$ cat src/rtl/cnn_mem_pkg.sv
// Shared definitions for the memory stream reader: FSM state encoding,
// default bus widths and word geometry.
package cnn_mem_pkg;

  // Byte-address width of the data memory (1 KiB).
  localparam int DEF_ADDR_W = 10;
  // Word-count width; 256 words covers the whole memory.
  localparam int DEF_CNT_W  = 9;
  // Memory word geometry.
  localparam int WORD_W     = 32;
  localparam int WORD_BYTES = 4;

  // Reader control states.
  typedef enum logic [1:0] {
    ST_IDLE  = 2'd0,
    ST_FETCH = 2'd1,
    ST_DRAIN = 2'd2
  } rd_state_t;

endpackage

$ cat src/rtl/mem_stream_reader_if.sv
// Memory read port and output stream of the reader, bundled together.
// The master side issues reads and drives the stream; the slave side is
// the memory plus the stream consumer.
interface mem_stream_reader_if
  import cnn_mem_pkg::*;
#(
  parameter int ADDR_W = DEF_ADDR_W
);

  logic [ADDR_W-1:0] mem_address;
  logic              mem_read;
  logic [WORD_W-1:0] mem_readdata;
  logic              out_valid;
  logic              out_ready;
  logic [WORD_W-1:0] out_data;
  logic              out_last;

  modport master (
    output mem_address,
    output mem_read,
    input  mem_readdata,
    output out_valid,
    input  out_ready,
    output out_data,
    output out_last
  );

  modport slave (
    input  mem_address,
    input  mem_read,
    output mem_readdata,
    input  out_valid,
    output out_ready,
    input  out_data,
    input  out_last
  );

endinterface

$ cat src/rtl/stream_fifo2.sv
// Two-entry FIFO between the memory read port and the output stream.
// A push is accepted while full only when the head is popped in the same
// cycle, which is what lets the reader sustain one word per cycle.
module stream_fifo2
  import cnn_mem_pkg::*;
#(
  parameter int W = WORD_W + 1
) (
  input  logic         clk,
  input  logic         reset_n,
  input  logic         push,
  input  logic         pop,
  input  logic [W-1:0] din,
  output logic [W-1:0] dout,
  output logic         full,
  output logic         empty
);

  logic         wr_ptr_reg;
  logic         rd_ptr_reg;
  logic [1:0]   count_reg;
  logic         do_push;
  logic         do_pop;
  logic [W-1:0] slot_data [2];

  assign full    = (count_reg == 2'd2);
  assign empty   = (count_reg == 2'd0);
  assign do_pop  = pop & ~empty;
  assign do_push = push & (~full | do_pop);

  genvar gi;
  generate
    for (gi = 0; gi < 2; gi++) begin : g_slot
      logic [W-1:0] data_reg;

      // Slot storage; cleared on reset so the stream data reads as zero.
      always_ff @(posedge clk or negedge reset_n) begin
        if (!reset_n) begin
          data_reg <= '0;
        end else if (do_push && (int'(wr_ptr_reg) == gi)) begin
          data_reg <= din;
        end
      end

      assign slot_data[gi] = data_reg;
    end
  endgenerate

  assign dout = slot_data[rd_ptr_reg];

  // Pointer and occupancy bookkeeping.
  always_ff @(posedge clk or negedge reset_n) begin
    if (!reset_n) begin
      wr_ptr_reg <= 1'b0;
      rd_ptr_reg <= 1'b0;
      count_reg  <= 2'd0;
    end else begin
      if (do_push) begin
        wr_ptr_reg <= ~wr_ptr_reg;
      end
      if (do_pop) begin
        rd_ptr_reg <= ~rd_ptr_reg;
      end
      count_reg <= count_reg + {1'b0, do_push} - {1'b0, do_pop};
    end
  end

endmodule

$ cat src/rtl/mem_stream_reader.sv
// Burst reader: on start, reads word_count consecutive 32-bit words from a
// combinational-read data memory and streams them out through a 2-entry
// FIFO with valid/ready handshake, tagging the final word with out_last.
module mem_stream_reader
  import cnn_mem_pkg::*;
#(
  parameter int ADDR_W = DEF_ADDR_W,
  parameter int CNT_W  = DEF_CNT_W
) (
  input  logic                clk,
  input  logic                reset_n,
  input  logic                start,
  input  logic [ADDR_W-1:0]   base_addr,
  input  logic [CNT_W-1:0]    word_count,
  output logic                busy,
  output logic                done,
  mem_stream_reader_if.master bus
);

  localparam int ENTRY_W = WORD_W + 1;

  rd_state_t         state_reg;
  rd_state_t         state_next;
  // Address of the next word to be read.
  logic [ADDR_W-1:0] next_addr_reg;
  // Address of the most recent read; presented while no read is issued.
  logic [ADDR_W-1:0] last_addr_reg;
  // Words still to be read in the current burst.
  logic [CNT_W-1:0]  remain_reg;

  logic               accept;
  logic               rd_en;
  logic               last_word;
  logic               fifo_push;
  logic               fifo_pop;
  logic               fifo_full;
  logic               fifo_empty;
  logic [ENTRY_W-1:0] fifo_din;
  logic [ENTRY_W-1:0] fifo_dout;

  // The word being read now is the final one when exactly one remains.
  assign last_word = (remain_reg == CNT_W'(1));

  assign fifo_pop  = bus.out_valid & bus.out_ready;
  assign fifo_push = rd_en;
  assign fifo_din  = {last_word, bus.mem_readdata};

  // Next-state, read-enable and completion decode.
  always_comb begin
    state_next = state_reg;
    rd_en      = 1'b0;
    accept     = 1'b0;
    done       = 1'b0;
    case (state_reg)
      ST_IDLE: begin
        if (start) begin
          accept     = 1'b1;
          state_next = (word_count == '0) ? ST_DRAIN : ST_FETCH;
        end
      end
      ST_FETCH: begin
        // Read only when the fetched word has somewhere to land.
        rd_en = ~fifo_full | fifo_pop;
        if (rd_en && last_word) begin
          state_next = ST_DRAIN;
        end
      end
      ST_DRAIN: begin
        // Everything has been handed off: this is the completion cycle.
        // busy is already low here, so a new start is honoured.
        if (fifo_empty) begin
          done       = 1'b1;
          state_next = ST_IDLE;
          if (start) begin
            accept     = 1'b1;
            state_next = (word_count == '0) ? ST_DRAIN : ST_FETCH;
          end
        end
      end
      default: begin
        state_next = ST_IDLE;
      end
    endcase
  end

  assign busy = (state_reg != ST_IDLE) & ~done;

  // Control state register.
  always_ff @(posedge clk or negedge reset_n) begin
    if (!reset_n) begin
      state_reg <= ST_IDLE;
    end else begin
      state_reg <= state_next;
    end
  end

  // Burst capture and per-read address/count advance.
  always_ff @(posedge clk or negedge reset_n) begin
    if (!reset_n) begin
      next_addr_reg <= '0;
      last_addr_reg <= '0;
      remain_reg    <= '0;
    end else if (accept) begin
      // Force word alignment of the captured base.
      next_addr_reg <= {base_addr[ADDR_W-1:2], 2'b00};
      remain_reg    <= word_count;
    end else if (rd_en) begin
      // Address arithmetic wraps naturally at the top of memory.
      last_addr_reg <= next_addr_reg;
      next_addr_reg <= next_addr_reg + ADDR_W'(WORD_BYTES);
      remain_reg    <= remain_reg - CNT_W'(1);
    end
  end

  assign bus.mem_read    = rd_en;
  assign bus.mem_address = rd_en ? next_addr_reg : last_addr_reg;

  stream_fifo2 #(
    .W (ENTRY_W)
  ) u_fifo (
    .clk     (clk),
    .reset_n (reset_n),
    .push    (fifo_push),
    .pop     (fifo_pop),
    .din     (fifo_din),
    .dout    (fifo_dout),
    .full    (fifo_full),
    .empty   (fifo_empty)
  );

  assign bus.out_valid = ~fifo_empty;
  assign bus.out_data  = fifo_dout[WORD_W-1:0];
  assign bus.out_last  = ~fifo_empty & fifo_dout[WORD_W];

endmodule

$ cat src/flat_wrapper.sv
// flat-port wrapper written by rule: the top's interface ports become plain ports
module mem_stream_reader_flat import cnn_mem_pkg::*;
#(
  parameter int ADDR_W = DEF_ADDR_W,
  parameter int CNT_W  = DEF_CNT_W
)
  (clk, reset_n, start, base_addr, word_count, busy, done, bus_mem_address, bus_mem_read, bus_mem_readdata, bus_out_valid, bus_out_ready, bus_out_data, bus_out_last);
  mem_stream_reader_if #(.ADDR_W(ADDR_W)) bus_i ();
  input  logic clk;
  input  logic reset_n;
  input  logic start;
  input  logic [ADDR_W-1:0] base_addr;
  input  logic [CNT_W-1:0] word_count;
  output logic busy;
  output logic done;
  output wire logic [$bits(bus_i.mem_address)-1:0] bus_mem_address;
  output wire logic [$bits(bus_i.mem_read)-1:0] bus_mem_read;
  input wire logic [$bits(bus_i.mem_readdata)-1:0] bus_mem_readdata;
  output wire logic [$bits(bus_i.out_valid)-1:0] bus_out_valid;
  input wire logic [$bits(bus_i.out_ready)-1:0] bus_out_ready;
  output wire logic [$bits(bus_i.out_data)-1:0] bus_out_data;
  output wire logic [$bits(bus_i.out_last)-1:0] bus_out_last;
  assign bus_mem_address = bus_i.mem_address;
  assign bus_mem_read = bus_i.mem_read;
  assign bus_i.mem_readdata = bus_mem_readdata;
  assign bus_out_valid = bus_i.out_valid;
  assign bus_i.out_ready = bus_out_ready;
  assign bus_out_data = bus_i.out_data;
  assign bus_out_last = bus_i.out_last;
  mem_stream_reader #(.ADDR_W(ADDR_W), .CNT_W(CNT_W)) u_core (.clk(clk), .reset_n(reset_n), .start(start), .base_addr(base_addr), .word_count(word_count), .busy(busy), .done(done), .bus(bus_i));
endmodule
$ cat config.mk
export PLATFORM = sky130hd
export DESIGN_NAME = mem_stream_reader_flat
export DESIGN_NICKNAME = d
export VERILOG_FILES = /design/src/rtl/cnn_mem_pkg.sv /design/src/rtl/mem_stream_reader_if.sv /design/src/rtl/stream_fifo2.sv /design/src/rtl/mem_stream_reader.sv /design/src/flat_wrapper.sv
export SDC_FILE = /design/constraint.sdc
export NUM_CORES = 1
export LEC_CHECK = 0
export BUFFER_PORTS_ARGS = -buffer_cell sky130_fd_sc_hd__buf_2
export CAP_MARGIN = 10
export CORE_ASPECT_RATIO = 0.9
export CORE_MARGIN = 5
export CORE_UTILIZATION = 50
export CTS_CLUSTER_DIAMETER = 120
export CTS_CLUSTER_SIZE = 40
export DETAILED_ROUTE_END_ITERATION = 6
export MAX_ROUTING_LAYER = met4
export PLACE_DENSITY_LB_ADDON = 0.08
export SYNTH_ARGS = -nofsm -noshare
export SYNTH_HDL_FRONTEND = slang
export SYNTH_SLANG_ARGS = --single-unit
$ cat constraint.sdc
create_clock -name clk -period 4.3 [get_ports clk]
set_clock_uncertainty 0.15 [all_clocks]
set_input_delay 0.645 -clock clk [delete_from_list [all_inputs] [get_ports clk]]
set_output_delay 0.645 -clock clk [all_outputs]
set_load 0.005 [all_outputs]
# Word level (Yosys, flattened, before mapping)

Cells that the tools add are included.

Bits in latches: 0
Bits in read-only memories: 0
Register bits after elaboration: 101
Memory bits (writable): 0
Memories: 0
Output and inout bits: 47
Logic and storage cells: 64

Order comparisons: 1
Muxes and demuxes: 20
Bitwise logic cells: 14
Equal/unequal tests: 7
$mul: 0
Shifts and indexed selects: 0
$add $sub $neg: 4
Reduce and logical (&&, ||, !) cells: 9
Div/mod/pow operators: 0

Operators by type and width:

| cell                  | count |
|---|---|
| $mux 33               | 3 |
| $mux 10               | 3 |
| $mux 9                | 2 |
| $add 10x3->10 const B | 1 |
| $mux 2                | 5 |
| $eq 9x1->1 const B    | 1 |
| $logic_not 9->1       | 1 |
| $sub 9x1->9 const B   | 1 |
| $not 1->1             | 6 |
| $pmux 2 s3            | 1 |
| $and 1x1->1           | 5 |
| $mux 1                | 5 |
| $eq 2x2->1 const B    | 2 |
| $logic_not 2->1       | 2 |
| $ne 2x1->1 const B    | 2 |
| $reduce_bool 2->1     | 2 |
| $logic_and 1x1->1     | 3 |
| $reduce_and 3->1      | 1 |
| $add 2x1->2           | 1 |
| $eq 2x1->1 const B    | 1 |
| $ge 2x2->1 const B    | 1 |
| $ne 2x2->1 const B    | 1 |
| $not 1->2             | 1 |
| $or 1x1->1            | 2 |
| other kinds (2)       | 2 |

# Logic depth before layout (Yosys ltp)

Gate-level depths: netlist of the first run.

Word-level depth: 8
Gate-level depth with buffers: 9

# Hierarchy

Synthesis of the first run repeated with hierarchy kept, for this count alone.

Cell total of the unflattened synthesis: 372
Area total of the unflattened synthesis: 4888.4 µm²

By module, submodules not included:

| module            | seq. area each (µm²) | area an instance (µm²) | cells each | times used |
|---|---|---|---|---|
| stream_fifo2      | 1751.7               | 3321.9                 | 198        | 1 |
| mem_stream_reader | 725.7                | 1566.5                 | 174        | 1 |

# Worst setup path before layout of the first run

No wires, ideal clock.

Kind: input -> output
Start: in bus_out_ready
End: out bus_mem_address[2]
Data arrival time: 1.602 ns
Path buffers: 2
Required time: 3.505 ns
Stages on the path: 6
Path slack: 1.903 ns
Cell sequence: or3b_4 -> nand2_4 -> buf_4 -> buf_4 -> nand2_1 -> nand2_1

Cells in the longest elaborated chain, start to end: 4

Ends and longest elaborated chain:

| element     | RTL line                | source |
|---|---|---|
| from (decl) | flat_wrapper.sv:20      | `input wire logic [$bits(bus_i.out_ready)-1:0] bus_out_ready;` |
| $and 1x1->1 | mem_stream_reader.sv:44 | `assign fifo_pop = bus.out_valid & bus.out_ready;` |
| $or 1x1->1  | mem_stream_reader.sv:63 | `rd_en = ~fifo_full \| fifo_pop;` |
| $mux 1      | mem_stream_reader.sv:54 | `case (state_reg)` |
| $mux 10     | n/a                     |  |
| to (decl)   | flat_wrapper.sv:16      | `output wire logic [$bits(bus_i.mem_address)-1:0] bus_mem_address;` |

Every way passes these cells.

# Worst setup path in the final report of the first run

Start: reg u_core.u_fifo.count_reg[0]
End: out bus_mem_address[7]

Cells in the longest elaborated chain, start to end: 6
Elaborated cells between the ends (all ways): 8

Ends and longest elaborated chain:

| element                | RTL line                 | source |
|---|---|---|
| from (decl)            | stream_fifo2.sv:21       | `logic [1:0] count_reg;` |
| from (signal assigned) | stream_fifo2.sv:64       | `count_reg <= count_reg + {1'b0, do_push} - {1'b0, do_pop};` |
| $logic_not 2->1        | stream_fifo2.sv:27       | `assign empty = (count_reg == 2'd0);` |
| $not 1->1              | mem_stream_reader.sv:131 | `assign bus.out_valid = ~fifo_empty;` |
| $and 1x1->1            | mem_stream_reader.sv:44  |  |
| $or 1x1->1 (*)         | mem_stream_reader.sv:63  |  |
| $mux 1 (*)             | mem_stream_reader.sv:54  |  |
| $mux 10 (*)            | n/a                      |  |

Mark *: on every way between the ends. The rest lies on a longest branch, timed or not.

==> impl_metrics.env, run 1 <==
export IMPL_crit_family="simple AND/OR/NAND/NOR gates"
export IMPL_switching_share_pct=34.8
export IMPL_cellPowerDensity_mw_per_mm2=806
export IMPL_synth_edff_count=0
export IMPL_finalHoldViolCount=0
export IMPL_synth_fp_nets=421
export IMPL_clock_sinks=99
export IMPL_synth_common_cells="99 x dfrtp_1, 66 x mux2_2, 39 x nand2_1"
export IMPL_seqPwrFrac_pct=38.1
export IMPL_cp_cell_sequence="or3b_4 > nand2_4 > inv_2 > nand2_1 > nand2_1 > buf_2"
export IMPL_die_w_microns=112
export IMPL_grt_ovfl_total=0
export IMPL_num_rows=33
export IMPL_postSynthCellCount=361
export IMPL_h_tree_depth=3
export IMPL_detail_route_wl_per_cell_microns=16.3
export IMPL_fp_dieH_microns=102
export IMPL_cts_tree="built"
export IMPL_hold_buffers=0
export IMPL_layout_drive_gt1_share_pct=48.2
export IMPL_initial_utilization_pct=51.4
export IMPL_yosys_warnings=0
export IMPL_n_antenna_cell=0
export IMPL_max_slew_margin_pct=20.0
export IMPL_setup_viol=0
export IMPL_required_ns=3.50
export IMPL_io_buffer_count=99
export IMPL_total_power_mw=4.41
export IMPL_grt_pass1_vias=3276
export IMPL_arrival_ns=2.15
export IMPL_finalSetupTns_ns=0
export IMPL_ys_seq_area_share_pct=52.6
export IMPL_p_int_mw=2.88
export IMPL_cts_clk_slew_worst_paths_ns=0.10
export IMPL_vias_per_cell=5.39
export IMPL_largest_reg_flops=66
export IMPL_ioPinCount=102
export IMPL_slew_viol_final=0
export IMPL_placed_area_sq_mm=0.00529
export IMPL_finalCritPeriodShare_pct=68.5
export IMPL_grt_usage_pct=17.5
export IMPL_cpMaxStageDelayCell="or3b_4"
export IMPL_vias=3162
export IMPL_endpoint_kind="output port"
export IMPL_status="finished, final reports clean"
export IMPL_first_pass_iters=4
export IMPL_drtIter0Drc=86
export IMPL_final_antenna_net_count=0
export IMPL_combPwrFrac_pct=49.3
export IMPL_cts_buffers=9
export IMPL_area_growth_pct=16.3
export IMPL_cpPeakStageDelay_ns=0.46
export IMPL_yosys_register_bits=99
export IMPL_gp_congestion=0.797
export IMPL_synth_cell_types=44
export IMPL_final_nets=520
export IMPL_grt_max_degree=43
export IMPL_core_area_sq_mm=0.00917
export IMPL_syn_mean_instance_area_sq_um=13.0
export IMPL_synth_area_leaders="dfrtp_1 53%, mux2_2 16%, mux2_4 9.6%, a221o_1 3.2%, nand2_1 3.1%"
export IMPL_path_max_fanout=42
export IMPL_insertion_delay_ns=0.36
export IMPL_crit_buf_inv=2
export IMPL_synth_area_leader_cell="dfrtp_1"
export IMPL_netlist_area_leader_share_pct=52.6
export IMPL_p_leak_nw=2.64
export IMPL_antenna_found_initial=0
export IMPL_fmax_mhz=340
export IMPL_p_clk_share_pct=12.7
export IMPL_clock_tree_root_cell="clkbuf_8"
export IMPL_critPathLaunchType="flop"
export IMPL_synthFlopType="dfrtp_1"
export IMPL_die_area_sq_mm=0.0115
export IMPL_ctsResizeCount=0
export IMPL_hold_path_class="in -> async"
export IMPL_drc=0
export IMPL_worst_slew_pin_slew_ns=1.20
export IMPL_dp_hpwl_mm=6.57
export IMPL_cts_buffer_depth=2
export IMPL_synth_most_common_cell="dfrtp_1"
export IMPL_vdd_drop_max_mv=0.396
export IMPL_rsz0062_at_grt="false"
export IMPL_grt_pass1_wl_mm=15.7
export IMPL_max_cap_viol_count=0
export IMPL_drt_total_wl_mm=9.54
export IMPL_syn_cell_area_sq_mm=0.00471
export IMPL_post_cts_setup_buffers=0
export IMPL_critical_path_most_common_cell="nand2_1"
export IMPL_fin_crit_ns=2.94
export IMPL_final_area_sq_mm=0.00547
export IMPL_p_switching_mw=1.54
export IMPL_async_flop_share_pct=100
export IMPL_path_class="reg -> out"
[through the flow]
stage | hold WS (ns) | instances | setup slack [ns] | util (%)
after floorplan | 0.199 | 361 | 1.90 | -
after global placement | 0.301 | 571 | 1.42 | 57.7
after detailed placement | 0.311 | 571 | 1.41 | 57.7
after CTS | 0.115 | 587 | 1.29 | 59.7
after global routing | 0.137 | 587 | 1.15 | 59.7
final | 0.106 | 587 | 1.36 | 59.7
[worst reg2reg max path: cells and delay by family, from the launching register on]
| family | cells | cell delay, ns |
|---|---|---|
| buffers and inverters | 1 | 0.41 |
| flip-flops | 1 | 0.42 |
| multiplexers | 1 | 0.34 |
| AND/OR/NAND/NOR | 3 | 1.25 |
[power by group through the flow]
stage / Clock [mW] / Sequential, mW / Combinational [mW]
after floorplan: 0 / 1.60 / 1.71
after global placement: 0 / 1.67 / 2.17
after detailed placement: 0 / 1.69 / 2.22
after CTS: 0.584 / 1.68 / 2.22
after global routing: 0.623 / 1.73 / 2.39
final: 0.558 / 1.68 / 2.17
[kinds of logic (layout without fill, tap and decap cells)]
| logic type | count (synthesis) | in the layout | share of synthesized area [%] |
|---|---|---|---|
| DFF | 99 | 99 | 52.6 |
| muxes | 97 | 97 | 25.6 |
| and+or+nand+nor | 95 | 95 | 10.3 |
| AOI/OAI and AO/OA | 40 | 40 | 6.70 |
| buffers and inverters | 21 | 125 | 2.76 |
| adders and majority gates | 5 | 5 | 1.33 |
| xor gates and xnor gates | 4 | 4 | 0.744 |
[final timing paths]
| check | startpoint | to | slack (ns) | cells past startpoint |
|---|---|---|---|---|
| max | u_core.u_fifo.count_reg[0] | bus_mem_address[7] | 1.36 | 6 |
| min | reset_n | u_core.u_fifo.g_slot[1].data_reg[11] | 0.11 | 1 |
| max reg2reg | u_core.state_reg[1] | u_core.u_fifo.g_slot[0].data_reg[11] | 1.61 | 5 |
| min reg2reg | u_core.last_addr_reg[5] | u_core.last_addr_reg[5] | 0.33 | 2 |
| max in group asynchronous | reset_n | u_core.u_fifo.g_slot[1].data_reg[20] | 3.08 | 2 |
| min in group clk | u_core.last_addr_reg[5] | u_core.last_addr_reg[5] | 0.33 | 2 |
[layout make-up]
class	instances	area, sq um
inverter	5	18.8
fill	774	3690
timing repair buffer	104	536
clock inverter	5	37.5
tap	122	153
multi-input combinational	241	2100
sequential	99	2480
clock buffer	11	151
[metal layers]
layer	up-vias	GRT usage (%)	share of wire, %
li1	1501	-	-
met4	0	5.36	1.4
met1	1579	22.0	46
met3	13	4.38	4.3
met2	69	28.4	48
met5	-	-	0
[cells in the final DEF (no fill, tap or decap), drive strengths merged]
| cell type | count |
|---|---|
| a21o | 3 |
| a221o | 15 |
| a22oi | 2 |
| a31o | 1 |
| and2 | 5 |
| and2b | 1 |
| and3 | 5 |
| buf | 104 |
| clkbuf | 11 |
| clkinv | 3 |
| clkinvlp | 2 |
| dfrtp | 99 |
| ha | 5 |
| inv | 5 |
| mux2 | 96 |
| mux2i | 1 |
| nand2 | 40 |
| nand2b | 3 |
| nand3 | 6 |
| nand4 | 1 |
| nor2 | 12 |
| nor2b | 1 |
| nor3 | 9 |
| nor3b | 7 |
| nor4 | 2 |
| o21a | 1 |
| o21ai | 13 |
| o221ai | 2 |
| o22ai | 1 |
| o311a | 1 |
| o31ai | 1 |
| or2 | 1 |
| or3b | 1 |
| or4b | 1 |
| xnor2 | 3 |
| xor2 | 1 |
No activity file was read; power rests on OpenSTA's default activity.
==> run 2, diff against run 1 <==
CORE_UTILIZATION = 49   (was 50)
clock period = 2.5 ns   (was 4.3 ns; I/O delays follow)
==> run 2 against run 1 <==
Effect of this change:
- combinational power up 83%
- sequential share of layout area down 1.0 points
- via count up 1.3%
- cell count up 2.2%
- die area up 1.9%
- critical path depth down 1
- worst hold slack worse by 0.038 ns
- first-iteration DRC count up 7.0%
- core utilization down 0.90 points
- sequential power up 72%
- critical endpoint is now bus_mem_address[0]
- largest power group unchanged
- highest routed layer unchanged
==> impl_metrics.env, run 2 (synthesis results as in run 1) <==
export IMPL_grt_pass1_vias=3161
export IMPL_r2r_end="u_core.u_fifo.g_slot[0].data_reg[17]"
export IMPL_rsz0062_at_grt="false"
export IMPL_insertion_delay_ns=0.37
export IMPL_initial_utilization_pct=49.4
export IMPL_core_area_sq_mm=0.00953
export IMPL_endpoint_kind="output port"
export IMPL_finalHoldViolCount=0
export IMPL_die_area_sq_mm=0.0117
export IMPL_first_pass_iters=4
export IMPL_max_slew_margin_pct=62.5
export IMPL_ioPinCount=102
export IMPL_final_cell_mix="98 x buf_2, 97 x dfrtp_1, 66 x mux2_2, 39 x nand2_1, 30 x mux2_4"
export IMPL_clock_tree_root_cell="clkbuf_8"
export IMPL_total_power_mw=7.79
export IMPL_finalCritPeriodShare_pct=95.1
export IMPL_grt_ovfl_total=0
export IMPL_min_to="u_core.next_addr_reg[3]"
export IMPL_detail_route_wl_per_cell_microns=16.2
export IMPL_path_class="reg -> out"
export IMPL_final_common_cell="buf_2"
export IMPL_path_max_fanout=9
export IMPL_final_area_sq_mm=0.00561
export IMPL_gp_congestion=0.815
export IMPL_max_cap_viol_count=0
export IMPL_crit_family="simple AND/OR/NAND/NOR gates"
export IMPL_arrival_ns=1.85
export IMPL_hold_ws_ns=0.0686
export IMPL_slew_viol_final=0
export IMPL_worst_slew_pin_slew_ns=0.557
export IMPL_critPathLaunchType="flop"
export IMPL_grt_max_degree=41
export IMPL_cts_buffers=9
export IMPL_cts_tree="built"
export IMPL_vdd_drop_max_mv=0.634
export IMPL_p_leak_nw=2.69
export IMPL_cts_buffer_depth=2
export IMPL_fillers=809
export IMPL_min_path_cells=3
export IMPL_grt_pass1_wl_mm=15.8
export IMPL_antenna_found_initial=0
export IMPL_worstHoldStart="base_addr[3]"
export IMPL_cellPowerDensity_mw_per_mm2=1390
export IMPL_grt_usage_pct=17.9
export IMPL_clock_sinks=99
export IMPL_n_antenna_cell=0
export IMPL_cpPeakStageDelay_ns=0.47
export IMPL_area_growth_pct=19.1
export IMPL_drc=0
export IMPL_layout_drive_gt1_share_pct=49.6
export IMPL_placed_area_sq_mm=0.00537
export IMPL_drtIter0Drc=92
export IMPL_fin_crit_ns=2.38
export IMPL_r2r_start="u_core.u_fifo.count_reg[0]"
export IMPL_startpoint="u_core.u_fifo.count_reg[0]"
export IMPL_crit_buf_inv=2
export IMPL_num_rows=34
export IMPL_status="finished, final reports clean"
export IMPL_cp_depth=5
export IMPL_required_ns=1.98
export IMPL_finalSetupTns_ns=0
export IMPL_largest_reg_flops=66
export IMPL_ff2ff_path_depth=6
export IMPL_cpMaxStageDelayCell="or3b_4"
export IMPL_vias=3202
export IMPL_cts_clk_slew_worst_paths_ns=0.09
export IMPL_die_w_microns=113
export IMPL_setup_viol=0
export IMPL_dp_hpwl_mm=6.73
export IMPL_hold_path_class="in -> reg"
export IMPL_fmax_mhz=421
export IMPL_vias_per_cell=5.34
export IMPL_cp_cell_sequence="or3b_4 > nand2_8 > buf_4 > and2_1 > buf_2"
export IMPL_final_nets=529
export IMPL_reg2reg_slack_ns=0.44
export IMPL_fp_dieH_microns=103
export IMPL_io_buffer_count=99
export IMPL_final_antenna_net_count=0
export IMPL_drt_total_wl_mm=9.75
export IMPL_h_tree_depth=3
## run 2: cell type report
cell class	count	area, sq um	share of cell area, %
clock buffer	9	124	2.21
multi-input combinational	241	2110	37.7
inverter	5	18.8	0.335
clock inverter	7	51.3	0.915
sequential	99	2480	44.2
timing repair buffer	113	663	11.8
tap	126	158	2.81
## run 2: worst max-delay path by stage
stage	end
6_report	bus_mem_address[0]
5_1_grt	bus_mem_address[1]
4_1_cts	bus_mem_address[2]
3_5_place_dp	bus_mem_address[2]
3_3_place_gp	bus_mem_address[2]
2_1_floorplan	u_core.u_fifo.count_reg[1]
## run 2: worst register-to-register path: cells and delay by family, from the launching register on
kind | cells | cell delay [ns]
multiplexers | 1 | 0.33
buffers and inverters | 2 | 0.38
flip-flops | 1 | 0.45
AND/OR/NAND/NOR | 3 | 0.64
## run 2: report_power, final
group          switching [mW]  total, mW  internal [mW]
Sequential              0.493       2.89           2.39
Clock                   0.564      0.931          0.367
Combinational            1.67       3.98           2.31
Total                    2.72       7.79           5.07
## run 2: what timing repair did
action | in CTS | in global routing
hold endpoints to repair | 37 | 0
setup endpoints to repair | 8 | 8
buffers inserted | 0 | 4
resized for setup | 1 | 5
hold buffers | 1 | 0
## run 2: metal layers
metal | GRT usage, % | share of wire (%) | vias to the layer above
met3 | 4.52 | 4.5 | 9
met2 | 27.2 | 46 | 79
met5 | - | 0 | -
met4 | 5.82 | 1.2 | 0
li1 | - | - | 1522
met1 | 23.7 | 48 | 1592
## run 2: through the flow
stage          setup WS, ns  instances  utilization, %
2_1_floorplan         0.344        361               -
3_3_place_gp          0.348        579            56.4
3_5_place_dp          0.332        579            56.4
4_1_cts             0.00440        596            58.4
5_1_grt              0.0266        600            58.8
6_report              0.123        600            58.8
==> run 3, diff against run 2 <==
CORE_UTILIZATION = 30   (was 49)
PLACE_DENSITY_LB_ADDON = unset   (was 0.08)
==> run 3 against run 2 <==
Effect of this change:
- sequential power about the same
- core utilization decreased by 21 points
- via count rose by 1.4%
- clock power is 70% higher
- worst hold slack better by 0.038 ns
- critical path depth increased by 1
- register-to-register slack hardly changed
- die area up 57%
- design area is 4.1% higher
- non-clock buffer count is the same
- first-iteration DRC count increased by 4.3%
- largest cell class unchanged
==> impl_metrics.env, run 3 (synthesis results as in run 1) <==
export IMPL_status="finished, final reports clean"
export IMPL_vias_per_cell=4.80
export IMPL_final_nets=529
export IMPL_grt_max_degree=55
export IMPL_insertion_delay_ns=0.34
export IMPL_crit_family="simple AND/OR/NAND/NOR gates"
export IMPL_largest_reg_flops=66
export IMPL_cp_cell_sequence="or3b_4 > nand2_8 > buf_6 > nand2_1 > nand2_1 > buf_2"
export IMPL_path_class="reg -> out"
export IMPL_r2r_start="u_core.remain_reg[1]"
export IMPL_worst_slew_pin_slew_ns=0.622
export IMPL_vias=3248
export IMPL_drt_total_wl_mm=10.8
export IMPL_total_power_mw=8.47
export IMPL_die_area_sq_mm=0.0183
export IMPL_ff2ff_path_depth=6
export IMPL_detail_route_wl_per_cell_microns=15.9
export IMPL_finalSetupTns_ns=0
export IMPL_switching_share_pct=33.5
export IMPL_rsz0062_at_grt="false"
export IMPL_first_pass_iters=4
export IMPL_fin_crit_ns=2.37
export IMPL_post_cts_setup_buffers=0
export IMPL_drc=0
export IMPL_worstHoldStart="base_addr[3]"
export IMPL_area_growth_pct=23.9
export IMPL_cellPowerDensity_mw_per_mm2=1450
export IMPL_layout_drive_gt1_share_pct=49.0
export IMPL_arrival_ns=1.85
export IMPL_final_cell_mix="98 x buf_2, 98 x dfrtp_1, 66 x mux2_2, 39 x nand2_1, 30 x mux2_4"
export IMPL_ioPinCount=102
export IMPL_crit_buf_inv=2
export IMPL_p_leak_nw=2.76
export IMPL_p_clk_share_pct=18.7
export IMPL_cts_buffers=9
export IMPL_critical_path_most_common_cell="nand2_1"
export IMPL_final_antenna_net_count=0
export IMPL_path_max_fanout=14
export IMPL_critPathLaunchType="flop"
export IMPL_fmax_mhz=421
export IMPL_seqPwrFrac_pct=34.0
export IMPL_r2r_end="u_core.remain_reg[8]"
export IMPL_max_slew_margin_pct=58.5
export IMPL_utilization_pct=37.9
export IMPL_slew_viol_final=0
export IMPL_grt_pass1_vias=3473
export IMPL_grt_pass1_wl_mm=17.5
export IMPL_io_buffer_count=99
export IMPL_min_to="u_core.next_addr_reg[3]"
export IMPL_reg2reg_slack_ns=0.43
export IMPL_antenna_found_initial=1
export IMPL_die_w_microns=142
export IMPL_core_area_sq_mm=0.0154
export IMPL_endpoint_kind="output port"
export IMPL_min_path_cells=3
export IMPL_clock_tree_root_cell="clkbuf_16"
export IMPL_grt_usage_pct=12.4
export IMPL_cpMaxStageDelayCell="or3b_4"
export IMPL_vdd_drop_max_mv=0.540
export IMPL_max_cap_viol_count=0
export IMPL_finalCritPeriodShare_pct=95.0
export IMPL_cts_tree="built"
export IMPL_required_ns=1.98
export IMPL_dp_hpwl_mm=7.49
export IMPL_cts_clk_slew_worst_paths_ns=0.06
export IMPL_fp_dieH_microns=129
export IMPL_num_rows=43
export IMPL_drtIter0Drc=96
export IMPL_h_tree_depth=3
export IMPL_clock_sinks=99
export IMPL_combPwrFrac_pct=47.3
export IMPL_gp_congestion=0.784
export IMPL_setup_viol=0
export IMPL_grt_ovfl_total=0
export IMPL_cts_buffer_depth=2
export IMPL_initial_utilization_pct=30.6
export IMPL_fillers=1511
export IMPL_p_int_mw=5.63
export IMPL_cpPeakStageDelay_ns=0.48
export IMPL_hold_path_class="in -> reg"
export IMPL_finalHoldViolCount=0
export IMPL_p_switching_mw=2.83
## run 3: final cells by class
type / count / area, sq um / share of cell area (%)
clock inverters: 6 / 114 / 1.95
diodes: 1 / 2.50 / 0.0429
well taps: 202 / 253 / 4.33
clock buffers: 9 / 225 / 3.86
flip-flops and latches: 99 / 2480 / 42.5
repair buffers: 113 / 634 / 10.9
multi-input cells: 241 / 2110 / 36.1
inverters: 5 / 18.8 / 0.322
## run 3: per-layer routing
| metal | part of all wire [%] | vias to the layer above | track usage, % |
|---|---|---|---|
| met2 | 44 | 93 | 18.9 |
| met1 | 48 | 1620 | 16.1 |
| met4 | 1.3 | 0 | 3.44 |
| li1 | - | 1523 | - |
| met5 | 0 | - | - |
| met3 | 6.6 | 12 | 3.90 |
## run 3: timing repair
action,4_1_cts,5_1_grt
gates resized for setup,0,2
hold buffers,1,0
hold endpoints to repair,45,0
endpoints found under the setup margin,0,7
## run 3: worst register-to-register path: stages, from the launching register on
cell     delay [ns]
dfrtp_1        0.39
inv_1          0.13
ha_1           0.22
or4b_1         0.52
nor3_1         0.17
o21ai_1        0.08
a221o_1        0.30
## run 3: power by group through the flow
| stage | Sequential [mW] | Clock, mW | Combinational [mW] |
|---|---|---|---|
| floorplan | 2.74 | 0 | 2.94 |
| global placement | 2.84 | 0 | 3.94 |
| detailed placement | 2.90 | 0 | 4.04 |
| CTS | 2.88 | 1.64 | 4.07 |
| global route | 2.98 | 1.70 | 4.41 |
| finish | 2.88 | 1.58 | 4.01 |
## run 3: how the worst max path moves through the flow
stage | slack, ns | depth (start not counted) | start | end
floorplan | 0.34 | 9 | u_core.u_fifo.count_reg[0] | u_core.u_fifo.count_reg[1]
global placement | 0.40 | 7 | bus_out_ready | bus_mem_address[6]
detailed placement | 0.40 | 7 | bus_out_ready | bus_mem_address[5]
CTS | 0.03 | 6 | u_core.u_fifo.count_reg[0] | bus_mem_address[5]
global route | 0.02 | 6 | u_core.u_fifo.count_reg[0] | bus_mem_address[3]
finish | 0.13 | 6 | u_core.u_fifo.count_reg[0] | bus_mem_address[6]
## run 3: metrics by stage
| stage | area, sq um | setup slack, ns | hold WS, ns | instances |
|---|---|---|---|---|
| finish | 5840 | 0.125 | 0.106 | 676 |
| global route | 5840 | 0.0185 | 0.0956 | 676 |
| CTS | 5820 | 0.0321 | 0.0832 | 675 |
| detailed placement | 5470 | 0.401 | 0.285 | 659 |
| global placement | 5470 | 0.396 | 0.284 | 659 |
| floorplan | 4710 | 0.344 | -0.0706 | 361 |
